### src/rtl/branch_predictor.sv
// branch_predictor: direct-mapped branch target buffer with 2-bit saturating
// direction counters. It predicts the next fetch PC combinationally from
// if_pc, and it is trained by conditional branches resolved in MEM.
// Optional build macro BP_UPDATE_BYPASS_EN: a lookup that hits the index being
// written this cycle sees the post-update entry. Without the macro, the lookup
// sees the pre-update state.
module branch_predictor #(
  parameter int ENTRIES = 16
) (
  input  logic        CLK,
  input  logic        nRST,
  input  logic [31:0] if_pc,
  output logic        pred_taken,
  output logic [31:0] pred_target,
  input  logic        upd_en,
  input  logic [31:0] upd_pc,
  input  logic        upd_taken,
  input  logic [31:0] upd_target
);

  localparam int IDX  = $clog2(ENTRIES);
  localparam int TAGW = 30 - IDX;

  // Per-entry state. valid and ctr have a defined reset value.
  // tag and target are qualified by valid, so they carry no reset.
  logic [ENTRIES-1:0] valid_q;
  logic [1:0]         ctr_q    [ENTRIES];
  logic [TAGW-1:0]    tag_q    [ENTRIES];
  logic [31:0]        target_q [ENTRIES];

  logic [IDX-1:0]  l_idx;
  logic [IDX-1:0]  u_idx;
  logic [TAGW-1:0] l_tag;
  logic [TAGW-1:0] u_tag;

  // Address bits [1:0] play no part in indexing or tagging.
  logic unused_pc_bits;
  assign unused_pc_bits = ^{if_pc[1:0], upd_pc[1:0]};

  assign l_idx = if_pc[IDX+1:2];
  assign u_idx = upd_pc[IDX+1:2];
  assign l_tag = if_pc[31:IDX+2];
  assign u_tag = upd_pc[31:IDX+2];

  logic        u_hit;
  logic        upd_wr;
  logic [1:0]  upd_ctr_d;
  logic [31:0] upd_target_d;

  assign u_hit  = valid_q[u_idx] && (tag_q[u_idx] == u_tag);
  // A not-taken branch that misses is never allocated, so nothing is written.
  assign upd_wr = upd_en && (u_hit || upd_taken);

  // Next value of the entry being trained: saturating counter, and the new
  // target captured only on taken outcomes.
  always_comb begin
    upd_ctr_d    = 2'b10;
    upd_target_d = target_q[u_idx];
    if (upd_taken) begin
      upd_target_d = upd_target;
    end
    if (u_hit) begin
      if (upd_taken) begin
        upd_ctr_d = (ctr_q[u_idx] == 2'b11) ? 2'b11 : ctr_q[u_idx] + 2'b01;
      end else begin
        upd_ctr_d = (ctr_q[u_idx] == 2'b00) ? 2'b00 : ctr_q[u_idx] - 2'b01;
      end
    end
  end

  // valid/ctr: cleared to invalid/weak-NT on reset, written on training.
  always_ff @(posedge CLK or negedge nRST) begin
    if (!nRST) begin
      valid_q <= '0;
      for (int i = 0; i < ENTRIES; i++) begin
        ctr_q[i] <= 2'b01;
      end
    end else if (upd_wr) begin
      valid_q[u_idx] <= 1'b1;
      ctr_q[u_idx]   <= upd_ctr_d;
    end
  end

  // tag/target payload: meaningless while the entry is invalid.
  always_ff @(posedge CLK) begin
    if (upd_wr) begin
      tag_q[u_idx]    <= u_tag;
      target_q[u_idx] <= upd_target_d;
    end
  end

  logic            lk_valid;
  logic [TAGW-1:0] lk_tag;
  logic [31:0]     lk_target;
  logic [1:0]      lk_ctr;
  logic            lk_hit;

  // Select the entry seen by fetch, optionally forwarding this cycle's write.
  always_comb begin
    lk_valid  = valid_q[l_idx];
    lk_tag    = tag_q[l_idx];
    lk_target = target_q[l_idx];
    lk_ctr    = ctr_q[l_idx];
`ifdef BP_UPDATE_BYPASS_EN
    // Reset gates the forward so outputs drop to no-hit immediately.
    if (nRST && upd_wr && (u_idx == l_idx)) begin
      lk_valid  = 1'b1;
      lk_tag    = u_tag;
      lk_target = upd_target_d;
      lk_ctr    = upd_ctr_d;
    end
`endif
  end

  assign lk_hit      = lk_valid && (lk_tag == l_tag);
  assign pred_taken  = lk_hit && lk_ctr[1];
  assign pred_target = pred_taken ? lk_target : (if_pc + 32'd4);

endmodule
### config.mk
export PLATFORM = sky130hd
export DESIGN_NAME = branch_predictor
export DESIGN_NICKNAME = d
export VERILOG_FILES = /design/src/rtl/branch_predictor.sv
export SDC_FILE = /design/constraint.sdc
export NUM_CORES = 1
export LEC_CHECK = 0
export ABC_AREA = 1
export BUFFER_PORTS_ARGS = -buffer_cell sky130_fd_sc_hd__buf_2
export CORE_ASPECT_RATIO = 0.9
export CORE_MARGIN = 2
export CORE_UTILIZATION = 25
export CTS_CLUSTER_DIAMETER = 50
export CTS_CLUSTER_SIZE = 16
export DETAILED_ROUTE_END_ITERATION = 8
export PLACE_DENSITY = 0.4
export REMOVE_ABC_BUFFERS = 1
export SLEW_MARGIN = 30
export SYNTH_ARGS = -nofsm -noshare
export SYNTH_HDL_FRONTEND = slang
export SYNTH_SLANG_ARGS = --single-unit
### constraint.sdc
create_clock -name CLK -period 6.9 [get_ports CLK]
set_input_delay 2.07 -clock CLK [delete_from_list [all_inputs] [get_ports CLK]]
set_output_delay 2.07 -clock CLK [all_outputs]
set_load 0.01 [all_outputs]
**After elaboration in Yosys (flattened, before gate mapping)**

Memories as Yosys holds them, arrays and structs flattened.
Index checks and enable logic that the tools add are counted.

- Flip-flop bits (word level): 48
- RAM bits: 928
- Input port bits: 100
- Logic and storage cells: 67
- Memories: 2

Memory list:

| name | words | width | rd ports | clocked after Yosys merged registers in | write ports | RTL line | source |
|---|---|---|---|---|---|---|---|
| target_q | 16 | 32 | 1 | 0 | 1 | 29 | `logic [31:0] target_q [ENTRIES];` |
| tag_q | 16 | 26 | 2 | 0 | 1 | 28 | `logic [TAGW-1:0] tag_q [ENTRIES];` |

- $add $sub $neg: 3
- Order comparisons: 6
- Eq/ne operators: 4
- Muxes and demuxes: 23
- Bitwise gates (word level): 3
- Reductions and logical operators: 9

Operator list:

| operator | number |
|---|---|
| 32-bit two-way mux | 2 |
| 26-bit equality test | 2 |
| 32-bit by 3-bit adder with 32-bit output, second input constant | 1 |
| 32-bit bitwise mux | 1 |
| 2-bit two-way mux | 9 |
| 2-bit binary-select mux with 4-bit select | 2 |
| 16-bit bitwise OR | 1 |
| 5-bit greater-or-equal comparator, second input constant | 2 |
| 4-bit by 5-bit < comparator with 1-bit output, second input constant | 2 |
| 4-bit inverter with 5-bit output | 2 |
| 1-bit binary-select mux with 4-bit select | 2 |
| 2-bit demux with 4-bit select | 1 |
| 1-bit logical AND | 6 |
| 5-bit by 1-bit < comparator with 1-bit output, second input constant | 1 |
| 1-bit two-way mux | 5 |
| 1-bit demux with 4-bit select | 1 |
| 4-bit by 1-bit greater-or-equal comparator with 1-bit output, second input constant | 1 |
| 2-bit by 1-bit adder with 2-bit output, second input constant | 1 |
| 2-bit equality test, second input constant | 1 |
| 2-bit zero test | 1 |
| 2-bit AND reduction | 1 |
| 2-bit by 1-bit subtractor with 2-bit output, second input constant | 1 |
| 1-bit logical OR | 1 |
| 1-bit inequality test, second input constant | 1 |

**Logic depth before layout (Yosys ltp)**

- Depth in word-level cells: 9
- Gate-level depth with buffers: 23
- Gate-level depth less buffers: 20

**Worst setup path before layout**

Ideal clock, no wire load.

- Path kind: input port to output port
- From: input if_pc[4]
- To: output pred_target[27]
- Arrival time: 4.093 ns
- Path slack: 0.737 ns
- Stages: 15
- Buffers on the path: 2
- Path through: buf_4 -> clkbuf_1 -> nand3_2 -> nor3_2 -> nand3_1 -> nor2_1 -> nand2_1 -> nor2_1 -> nand3_1 -> nor2_2 -> nand2_1 -> nor2_1 -> xor2_1 -> nor2_1 -> nor2_1

- Word-level cells in the longest chain between the ends: 6
- Elaborated cells on any way between the ends: 13

RTL lines:

| item | RTL line | source |
|---|---|---|
| start, declared | 12 | `input logic [31:0] if_pc,` |
| parallel branches: the longest is 5 deep, another holds memory read 16 x 26 bit | n/a |  |
| 32-bit two-way mux (*) | 117 | `assign pred_target = pred_taken ? lk_target : (if_pc + 32'd4);` |
| end, declared | 14 | `output logic [31:0] pred_target,` |

Every way passes the cells marked *. The select of a mux whose other input is x is not followed.

**Worst setup path in the final report**

- From: input if_pc[2]
- To: output pred_target[15]

Same word-level chain as after synthesis.

==> reports/results.txt <==
DP Cell Count = 7206
Initial core utilization = 25.22%
Min-Delay Path Depth = 2
Worst hold path class = flip-flop to flip-flop
Data required, critical path = 4830 ps
Inserted Clock Buffers = 115
Drt pass-1 iters = 5
WS Path Type = input pin to primary output
Async set-reset flop share out of synthesis = 4.918%
Main combinational cell family by area after synthesis = simple AND/OR/NAND/NOR gates
Synth cell types = 41
FF+latch count, synth = 976
Unrepaired setup endpoints after global routing = true
Die extent in x = 454.6 um
Routability cong. = 0.8513
Final Skew = 32.09 ps
Antenna-violating nets left = 0
Number of synthesized flops with an enable pin = 928
Clock sinks = 976
Total number of vias = 35.17k
Max Slew Vio Count = 0
FF-to-FF setup slack = 3430 ps
Slew Limit Headroom = 36.89%
Post-synthesis mux area share = 0.02191%
Register share of total power = 46.0%
Hold path endpoint = ctr_q[20]
Simple-Gate Fraction of Synth Area = 18.07%
Final Hold Vio Count = 0
Final total power = 14.38 mW
GRT Util Overall = 18.26%
Clock buffer depth = 3
I/O Buffers = 130
Layout cells sized above 1 = 14.04%
Reg2reg start = tag_q[5][12]
Int Pwr = 10.65 mW
Max Clk Rate = 144.9 MHz
Minimum clock period = 6903 ps
Syn_area_per_cell = 9.702 um^2
Failing checks = negative setup slack
H-tree levels = 3
Status = finished, violations left
Arrival @ worst endpoint = 4830 ps
Crit end category = primary output
Reg2Reg Depth = 19
DR vias/cell = 4.732
Clk_lat worst skew = 750 ps
Final WS setup = -3.346 ps
Clk pwr share = 44.3%
Xor-xnor portion of the synthesized cell area = 0.4793%
Start point of the critical path = if_pc[2]
Worst-margin pin slew = 941.6 ps
Setup violators final = 1
Die Y = 409.5 um
Final Cycle Share = 100.0%
# rows = 148
Sequential share of the synthesized area = 63.68%
Total congestion overflow = 0
Area grow syn2layout = 21.09%
Peak supply drop = 0.0002134 V
CORE AREA = 181100 um^2
Vias in the first global route = 33.23k
# IOs = 133
Wire per inst = 23.33 um
Hold Path Origin = ctr_q[20]
FF-to-FF End = tag_q[0][3]
Power density over cell area = 260.0 nW/um^2
Post-Synth Adder-Cell Area = 0.02739%
Sw Pwr = 3.734 mW
Mapped Area = 45680 um^2
CTS tree = built
Total Wirelength = 173.4 mm
Worst-path maximum fanout = 16
MaxCap Viol Count = 0
Fill cells = 18.87k
Setup TNS = -3.346 ps
CP Launch Type = input pin
DRC viols = 0
Sw frac = 25.96%
Top_reg_cell synth = edfxtp_1
Cell Count, Final, Fillers Out = 7433
Die Area = 186200 um^2
YS warnings = 0
Leak = 20.91 nW
Root Driver = clkbuf_16
Clk slew on worst S/H paths = 50 ps
Post-CTS Hold Buffers = 0
First-pass GRT wire length = 245.8 mm
Mapped Cells = 4708
HPWL Detailed = 103.5 mm
Initial antenna violation count = 26
Comb pwr share = 9.7%
Pin count of the biggest net entering global routing = 141
Initial DRC count = 2932
# nets final = 5031
Post-synthesis compound-gate area fraction = 12.50%
layout by cell type, fill, tap and decap left out, types with 16 or more instances in the layout:
master,Yosys,routed
a21oi_1,156,155
nand2_2,0,18
nor2_1,503,492
o21ai_1,52,53
buf_12,0,63
o21ai_0,599,597
nand2_1,1346,1327
buf_4,7,191
o211ai_1,45,45
inv_1,271,252
edfxtp_1,928,928
o2111ai_1,16,16
xor2_1,23,22
nand3_1,179,172
dfrtp_1,32,32
buf_2,99,121
inv_2,9,20
o221ai_1,52,52
clkbuf_16,0,118
inv_6,0,21
nor3_2,1,23
o22ai_1,83,83
dfstp_2,16,16
timing repair:
item	CTS	global route
resized for setup	46	34
endpoints found under the setup margin	31	33
hold endpoints to repair	0	0
pin swaps	7	7
gates cloned	3	0
buffers inserted	2	2
worst max-delay path by stage:
stage	end	slack, ps	cells past startpoint
finish	pred_target[15]	-3	19
global route	pred_target[4]	-140	24
CTS	pred_target[27]	-30	19
detailed placement	pred_target[27]	-350	19
global placement	pred_target[27]	-400	19
floorplan	pred_target[0]	-3940	15
layer usage:
layer / vias up / global-route usage [%] / share of wire, %
met5: - / 0 / 0.028
met4: 8 / 5.435 / 3.1
met3: 263 / 2.648 / 4.7
met2: 963 / 30.07 / 47
met1: 17200 / 24.75 / 45
li1: 16740 / - / -
worst max-delay path, stage by stage:
cell	delay (ps)
buf_12	130
buf_16	180
buf_12	160
buf_12	140
nor2_1	110
a21oi_1	40
o21ai_0	140
nand3_1	220
nand3_1	170
and3_1	210
nand2_1	80
nor2_2	130
nand2_2	120
nor2_4	190
buf_8	180
nor2_1	60
nor2_2	170
buf_4	150
buf_2	120
Yosys cell counts, types with 9 or more instances:
library cell  count  area [um^2]
o21bai_1         10        75.07
a22oi_1          14        105.1
inv_2             9        33.78
buf_6            11        123.9
nand3_1         179        895.9
dfrtp_1          32        800.8
o2111ai_1        16        140.1
dfstp_2          16        420.4
buf_1            28        105.1
nor2_1          503         1888
o221ai_1         52        455.4
inv_1           271         1017
nand2_1        1346         5052
o21ai_0         599         2998
nand4_1          15        93.84
xor2_1           23        201.4
o211ai_1         45        337.8
buf_2            99        495.5
o22ai_1          83        519.3
clkbuf_1        144        540.5
a21oi_1         156        780.8
nor3_1           37        185.2
edfxtp_1        928        27870
o21ai_1          52        260.3
cell families (layout without fill, tap and decap cells):
logic type,Yosys count,after routing
xor gates and xnor gates,25,25
muxes,1,1
AOI/OAI and AO/OA,1032,1032
and+or+nand+nor,2099,2099
adders and majority gates,1,1
DFF,976,976
buffers and inverters,574,893
other,0,6
state kept, by name, indices dropped and copies added (netlist names):
name      cells
tag_q       416
target_q    512
ctr_q        32
valid_q      16
power by group through the flow:
| stage | logic (mW) | registers, mW | clock network, mW |
|---|---|---|---|
| 6_report | 1.40 | 6.61 | 6.37 |
| 3_3_place_gp | 1.38 | 6.74 | 0 |
| 3_5_place_dp | 1.38 | 6.74 | 0 |
| 5_1_grt | 1.54 | 6.62 | 6.75 |
| 2_1_floorplan | 0.610 | 6.73 | 0 |
| 4_1_cts | 1.40 | 6.61 | 6.52 |
area by class of cell:
class | count | area, um^2 | area share [%]
Tap cell | 2400 | 3003 | 5.429
Timing Repair Buffer | 394 | 3650 | 6.598
Multi-Input combinational cell | 3158 | 14510 | 26.23
Inverter | 285 | 1109 | 2.004
Sequential cell | 976 | 29090 | 52.59
Clock buffer | 132 | 3015 | 5.452
Antenna cell | 6 | 15.01 | 0.02714
Clock inverter | 82 | 927.1 | 1.676
per-stage QoR:
stage                     hold WS [ps]  utilization (%)  worst slack [ps]  cell area [um^2]
final                            462.1            30.54            -3.346             55310
after global routing             477.5            30.54            -141.6             55310
after global placement           452.9            28.11            -399.0             50910
after CTS                        462.8            30.45            -29.00             55150
after floorplan                  441.9                -             -3942             44360
after detailed placement         455.0            28.11            -348.9             50910
Power figures use the tool's default switching activity.
